<file path="config.mk">
export PLATFORM = sky130hd
export DESIGN_NAME = draw_sprite_anim
export DESIGN_NICKNAME = d
export VERILOG_FILES = /design/src/rtl/draw_sprite_anim.sv
export SDC_FILE = /design/constraint.sdc
export NUM_CORES = 1
export LEC_CHECK = 0
export ABC_AREA = 1
export CELL_PAD_IN_SITES_DETAIL_PLACEMENT = 2
export CELL_PAD_IN_SITES_GLOBAL_PLACEMENT = 2
export CORE_AREA = 5 5 155 157
export DETAILED_ROUTE_END_ITERATION = 10
export DIE_AREA = 0 0 160 162
export PLACE_DENSITY_LB_ADDON = 0.1
export SYNTH_ARGS = -nofsm -noshare
export SYNTH_HDL_FRONTEND = slang
export SYNTH_SLANG_ARGS = --single-unit
</file>
<file path="constraint.sdc">
create_clock -name pclk -period 13 [get_ports pclk]
set_input_delay 1.3 -clock pclk [delete_from_list [all_inputs] [get_ports pclk]]
set_output_delay 1.3 -clock pclk [all_outputs]
set_load 0.02 [all_outputs]
</file>
<file path="src/rtl/draw_sprite_anim.sv">
// draw_sprite_anim: sprite overlay on the VGA timing chain with keying, mirroring and animation.
// Position, mirror and frame index are latched on each vsync rising edge.
module draw_sprite_anim #(
  parameter int          WIDTH     = 50,
  parameter int          HEIGHT    = 54,
  parameter int          FRAMES    = 1,
  parameter int          FRAME_DIV = 8,
  parameter int          ROM_LAT   = 1,
  parameter int          ADDR_W    = 12,
  parameter logic [11:0] KEY_COLOR = 12'h848
) (
  input  logic              pclk,
  input  logic              reset,
  input  logic [11:0]       hcount_in,
  input  logic [11:0]       vcount_in,
  input  logic              hsync_in,
  input  logic              vsync_in,
  input  logic              hblnk_in,
  input  logic              vblnk_in,
  input  logic [11:0]       rgb_in,
  input  logic [11:0]       x_pos,
  input  logic [11:0]       y_pos,
  input  logic              mirror,
  input  logic              anim_en,
  input  logic [11:0]       rgb_pixel,
  output logic [ADDR_W-1:0] pixel_addr,
  output logic [11:0]       hcount_out,
  output logic [11:0]       vcount_out,
  output logic              hsync_out,
  output logic              vsync_out,
  output logic              hblnk_out,
  output logic              vblnk_out,
  output logic [11:0]       rgb_out
);
  localparam logic [ADDR_W-1:0] FSIZE = ADDR_W'(WIDTH * HEIGHT);
  localparam int                LAST  = ROM_LAT - 1;

  logic                      vsync_q, mir_q, vs_edge, hit;
  logic [11:0]               x_q, y_q, col, row, col_m;
  logic [3:0]                frame_q, frame_d;
  logic [7:0]                div_q, div_d;
  logic [ROM_LAT-1:0][11:0]  hc_q, vc_q, bg_q;
  logic [ROM_LAT-1:0]        hs_q, vs_q, hb_q, vb_q, hit_q;

  assign vs_edge = vsync_in & ~vsync_q;

  always_comb begin
    div_d   = div_q;
    frame_d = frame_q;
    if (vs_edge && anim_en) begin
      div_d   = (div_q == 8'(FRAME_DIV - 1)) ? 8'd0 : div_q + 8'd1;
      frame_d = (div_q != 8'(FRAME_DIV - 1)) ? frame_q :
                (frame_q == 4'(FRAMES - 1)) ? 4'd0 : frame_q + 4'd1;
    end
  end

  // 13-bit compare so a sprite near the right/bottom edge never wraps to column/line 0
  assign hit = ({1'b0, hcount_in} >= {1'b0, x_q}) &&
               ({1'b0, hcount_in} <  {1'b0, x_q} + 13'(WIDTH)) &&
               ({1'b0, vcount_in} >= {1'b0, y_q}) &&
               ({1'b0, vcount_in} <  {1'b0, y_q} + 13'(HEIGHT));

  assign col        = hcount_in - x_q;
  assign row        = vcount_in - y_q;
  assign col_m      = mir_q ? 12'(WIDTH - 1) - col : col;
  assign pixel_addr = ADDR_W'(frame_q) * FSIZE + ADDR_W'(row) * ADDR_W'(WIDTH) + ADDR_W'(col_m);

  always_ff @(posedge pclk or negedge reset) begin
    if (!reset) begin
      vsync_q    <= 1'b0;
      x_q        <= '0;
      y_q        <= '0;
      mir_q      <= 1'b0;
      frame_q    <= '0;
      div_q      <= '0;
      hc_q       <= '0;
      vc_q       <= '0;
      bg_q       <= '0;
      hs_q       <= '0;
      vs_q       <= '0;
      hb_q       <= '0;
      vb_q       <= '0;
      hit_q      <= '0;
      hcount_out <= '0;
      vcount_out <= '0;
      hsync_out  <= 1'b0;
      vsync_out  <= 1'b0;
      hblnk_out  <= 1'b0;
      vblnk_out  <= 1'b0;
      rgb_out    <= '0;
    end else begin
      vsync_q <= vsync_in;
      frame_q <= frame_d;
      div_q   <= div_d;
      if (vs_edge) begin
        x_q   <= x_pos;
        y_q   <= y_pos;
        mir_q <= mirror;
      end
      hc_q[0]  <= hcount_in;
      vc_q[0]  <= vcount_in;
      bg_q[0]  <= rgb_in;
      hs_q[0]  <= hsync_in;
      vs_q[0]  <= vsync_in;
      hb_q[0]  <= hblnk_in;
      vb_q[0]  <= vblnk_in;
      hit_q[0] <= hit;
      for (int i = 1; i < ROM_LAT; i++) begin
        hc_q[i]  <= hc_q[i-1];
        vc_q[i]  <= vc_q[i-1];
        bg_q[i]  <= bg_q[i-1];
        hs_q[i]  <= hs_q[i-1];
        vs_q[i]  <= vs_q[i-1];
        hb_q[i]  <= hb_q[i-1];
        vb_q[i]  <= vb_q[i-1];
        hit_q[i] <= hit_q[i-1];
      end
      hcount_out <= hc_q[LAST];
      vcount_out <= vc_q[LAST];
      hsync_out  <= hs_q[LAST];
      vsync_out  <= vs_q[LAST];
      hblnk_out  <= hb_q[LAST];
      vblnk_out  <= vb_q[LAST];
      rgb_out    <= (hb_q[LAST] | vb_q[LAST]) ? 12'h000 :
                    (hit_q[LAST] && rgb_pixel != KEY_COLOR) ? rgb_pixel : bg_q[LAST];
    end
  end
endmodule

</file>
* Word-level counts from Yosys, hierarchy flattened
Index checks and enable logic that the tools add are counted.
Storage, ports and cells: bits in registers 118, output and inout bits 52, word-level logic and storage cells 54
Cells by class: $add $sub $neg 9, $mul 2, $lt $le $gt $ge 4, equal/unequal tests 3, mux-type cells 5, bitwise gates (word level) 4, reductions and logical operators 7
Operators with widths (count):
- 2-to-1 mux 12 bit | 3
- adder 12 x 6 -> 13 bit, second input constant | 2
- < comparator 12 x 13 -> 1 bit | 2
- adder 12 bit | 2
- greater-or-equal comparator 12 bit | 2
- subtractor 12 bit | 2
- multiplier 12 x 5 -> 11 bit, second input constant | 1
- inequality test 12 bit, second input constant | 1
- subtractor 6 x 12 -> 12 bit, first input constant | 1
- multiplier 4 x 10 -> 10 bit, second input constant | 1
- adder 8 x 1 -> 8 bit, second input constant | 1
- == test 8 x 3 -> 1 bit, second input constant | 1
- 2-to-1 mux 8 bit | 1
- inequality test 8 x 3 -> 1 bit, second input constant | 1
- logical AND 1 bit | 5
- adder 4 x 1 -> 4 bit, second input constant | 1
- logical NOT 4 bit | 1
- 2-to-1 mux 4 bit | 1
- inverter 1 bit | 2
- AND reduction 2 bit | 1
- AND 1 bit | 1
- bitwise OR 1 bit | 1

* Logic depth before layout (Yosys ltp)
depth in word-level cells 5, depth in mapped cells 35

* Worst setup path after synthesis
OpenSTA, ideal clock, no wires.
path kind input port to output port, from input port vcount_in[0], to output port pixel_addr[11], data arrival time 6067 ps, data required time 11700 ps, setup slack 5633 ps, stages 31, cell sequence inv_1 > ha_1 > fa_1 > inv_1 > nand2_1 > nand2_1 > and2_4 > xor2_1 > ha_1 > ha_1 > inv_1 > fa_1 > inv_1 > ha_1 > nand2_1 > nand2_1 > a31oi_1 > xor2_1 > fa_1 > inv_1 > ha_1 > inv_1 > nor3_1 > nand2_1 > o311ai_0 > a31oi_1 > nand3_1 > nand2_2 > inv_2 > nand2_1 > nand2_1
Between the ends: cells in the longest elaborated chain, start to end 4
RTL lines:
- start: declaration | line 15 | input logic [11:0] vcount_in,
- subtractor 12 bit | line 64 | assign row = vcount_in - y_q;
- multiplier 12 x 5 -> 11 bit | line 66 | assign pixel_addr = ADDR_W'(frame_q) * FSIZE + ADDR_W'(row) * ADDR_W'(WIDTH) + ADDR_W'(col_m);
- adder 12 bit (2 in a row) | line 66
- end: declaration | line 26 | output logic [ADDR_W-1:0] pixel_addr,
Every way passes these cells.

* Worst setup path in the final report
Same ends and word-level chain as after synthesis.

==> metrics.txt <==
outcome=complete, no violations; top sig layer=met4; most common cell after layout, fill and taps aside=nand2_1; # IOs=132; Congestion Overflow GR=0; family with the most delay on the worst path=adder cells; CP Data Arrival Time=7.66 ns; number of violations reported at the end of detailed-routing iteration 0=180; Final Util=0.444; path category of the worst min-delay check=reg -> reg; setup violators final=0; CP max FO=5; vias=6445; Initial Util=0.345; die area=25900 um2; Hold-fix buffers, CTS=0; Hold Fails Final Rpt=0; syn_area_per_cell=8.68 um2; die height=162 um; RSZ-0062 raised after global routing=no; Core Rows=55; WP depth=33; DRT Pass-1 Iters=4; Clock Path Buffers=2; Synth Warn #=0; share of layout cells above drive strength 1=0.0870; Min Hold Slack=0.339 ns; htree depth=4; Top cell by count, worst path=nand2_1; crit share post-route=0.689; setup bufs post-CTS=0; most frequent cells in the layout=nand2_1, inv_1, clkdlybuf4s50_1; max-cap violations=0; HP Start=hc_q[0]; pre-CTS setup slack=3.95 ns; met1 wire length=10800 um; Wirelength per Cell=17.6 um; DR DRC count=0; Synth Net Count=1080; Cell Area, Synth=7720 um2; Slew headroom=0.394; worst slew pin tran=0.910 ns; # port buffers=131; cts repair resizes=0; ant diodes=0; unique cell type count in the Yosys netlist=42; fin crit period=8.96 ns; final slew viol count=0; vias in the first global route=7454; first-pass GRT wire length=39400 um; Crit path required time=11.70 ns; Max stage delay on crit path=0.60 ns; Seq cells post-synth=118; gr usage total=0.190; register area share after synthesis=0.383; fillers=2460; Synth-to-Final Area Change=28.8%; post-synthesis cell count=889; CP startpoint=vcount_in[0]; R2R cell count=15; Net count, final=1224; fin worst setup slack=4.04 ns; highest clock rate=112 MHz; Routed Wire Length=23400 um; largest net degree at the start of global routing=70; CTS Buf Count=17; WL met2=11600 um; CTS sink cnt=118; CP endpoint kind=primary output; reg2reg start=y_q[1]; Clock Latency Late Sink=0.43 ns; Clock Skew=0.00696 ns; Placer Congestion=0.812; Die Width=160 um; initial antenna violation count=0; Worst-path clk slew=0.06 ns; startpoint types=input pin; crit path kind=in -> out; post-route ant nets=0; hold depth=0; CP max-delay cell=clkdlybuf4s50_1; clk root buf=clkbuf_16; Via density=4.84; core area=22400 um2; TritonCTS clock tree=built; total negative setup slack=0 ns; CP Buf/Inv Count=9; Post-DP HPWL=18800 um; met3 routed WL=714 um
==> cell families (layout without fill, tap and decap cells) <==
group | after synthesis | count (layout) | synth area share
and+or+nand+nor | 324 | 324 | 0.198
buffers and inverters | 165 | 322 | 0.0804
xor gates and xnor gates | 52 | 52 | 0.0590
adders and majority gates | 111 | 111 | 0.196
DFF | 118 | 118 | 0.383
AOI/OAI and AO/OA | 119 | 119 | 0.0838
==> stage by stage <==
stage | std cells | cell area (um2)
finish | 1331 | 9940
global route | 1331 | 9940
CTS | 1331 | 9940
detailed placement | 1299 | 9380
global placement | 1299 | 9380
floorplan | 889 | 7720
==> metal layers <==
| metal | vias up | global-route usage |
|---|---|---|
| li1 | 3149 | - |
| met1 | 3156 | 0.244 |
| met2 | 119 | 0.334 |
| met3 | 21 | 0.0315 |
| met4 | 0 | 0.0512 |
| met5 | - | 0 |
==> state kept, by name (all words and copies together) (netlist names), 4 cells and up <==
register and flops:
bg_q 12, hc_q 12, hcount_out 12, rgb_out 12, vc_q 12, vcount_out 12
x_q 12, y_q 12, div_q 8, frame_q 4
==> layout make-up <==
cell class,instances,area [um2],share of cell area
inverter,157,589,0.0593
clock buffer,19,443,0.0446
tap,285,357,0.0359
timing repair buffer,133,1320,0.133
multi-input combinational,606,4150,0.418
clock inverter,13,123,0.0123
sequential,118,2950,0.297
==> synthesized netlist by cell type <==
library cell / n / share of area
fa_1: 17 / 0.044
or2_2: 2 / 0.0016
nor3_2: 1 / 0.0013
clkbuf_1: 7 / 0.0034
and2_1: 1 / 0.00081
nor2_1: 33 / 0.016
dfrtp_1: 118 / 0.38
o21ai_2: 1 / 0.0011
xor2_1: 34 / 0.039
nor3_1: 8 / 0.0052
nand3_1: 35 / 0.023
or2_1: 1 / 0.00081
nand2_2: 21 / 0.017
o21ai_0: 42 / 0.027
o311ai_0: 1 / 0.0011
xnor2_1: 18 / 0.020
nor2_2: 3 / 0.0024
nand3b_1: 1 / 0.00097
o21bai_1: 3 / 0.0029
a21oi_2: 1 / 0.0011
nand4_4: 1 / 0.0028
nor2_4: 4 / 0.0058
o31ai_1: 1 / 0.00097
o22ai_1: 2 / 0.0016
a21o_1: 2 / 0.0019
nand4_1: 14 / 0.011
nand2_1: 181 / 0.088
ha_1: 94 / 0.15
inv_2: 9 / 0.0044
a211oi_1: 4 / 0.0039
nor4_1: 5 / 0.0041
nand2_4: 2 / 0.0029
o21ai_1: 3 / 0.0019
nand3_2: 9 / 0.012
a21boi_1: 1 / 0.00097
o21a_1: 1 / 0.00097
buf_2: 1 / 0.00065
o221ai_1: 1 / 0.0011
inv_1: 148 / 0.072
a21oi_1: 53 / 0.034
a31oi_1: 3 / 0.0024
and2_4: 2 / 0.0023
==> path summary, 6_finish.rpt <==
kind	to	slack, ns
worst min register to register	hcount_out[0]	0.34
worst max register to register	hit_q	10.30
worst min-delay path	hcount_out[0]	0.34
max in group asynchronous	vcount_out[0]	10.75
worst max-delay path	pixel_addr[11]	4.04
min in group asynchronous	rgb_out[4]	0.89
Power is not shown: default switching activity piles up to over one toggle a cycle in this logic, so the estimate is an artifact.
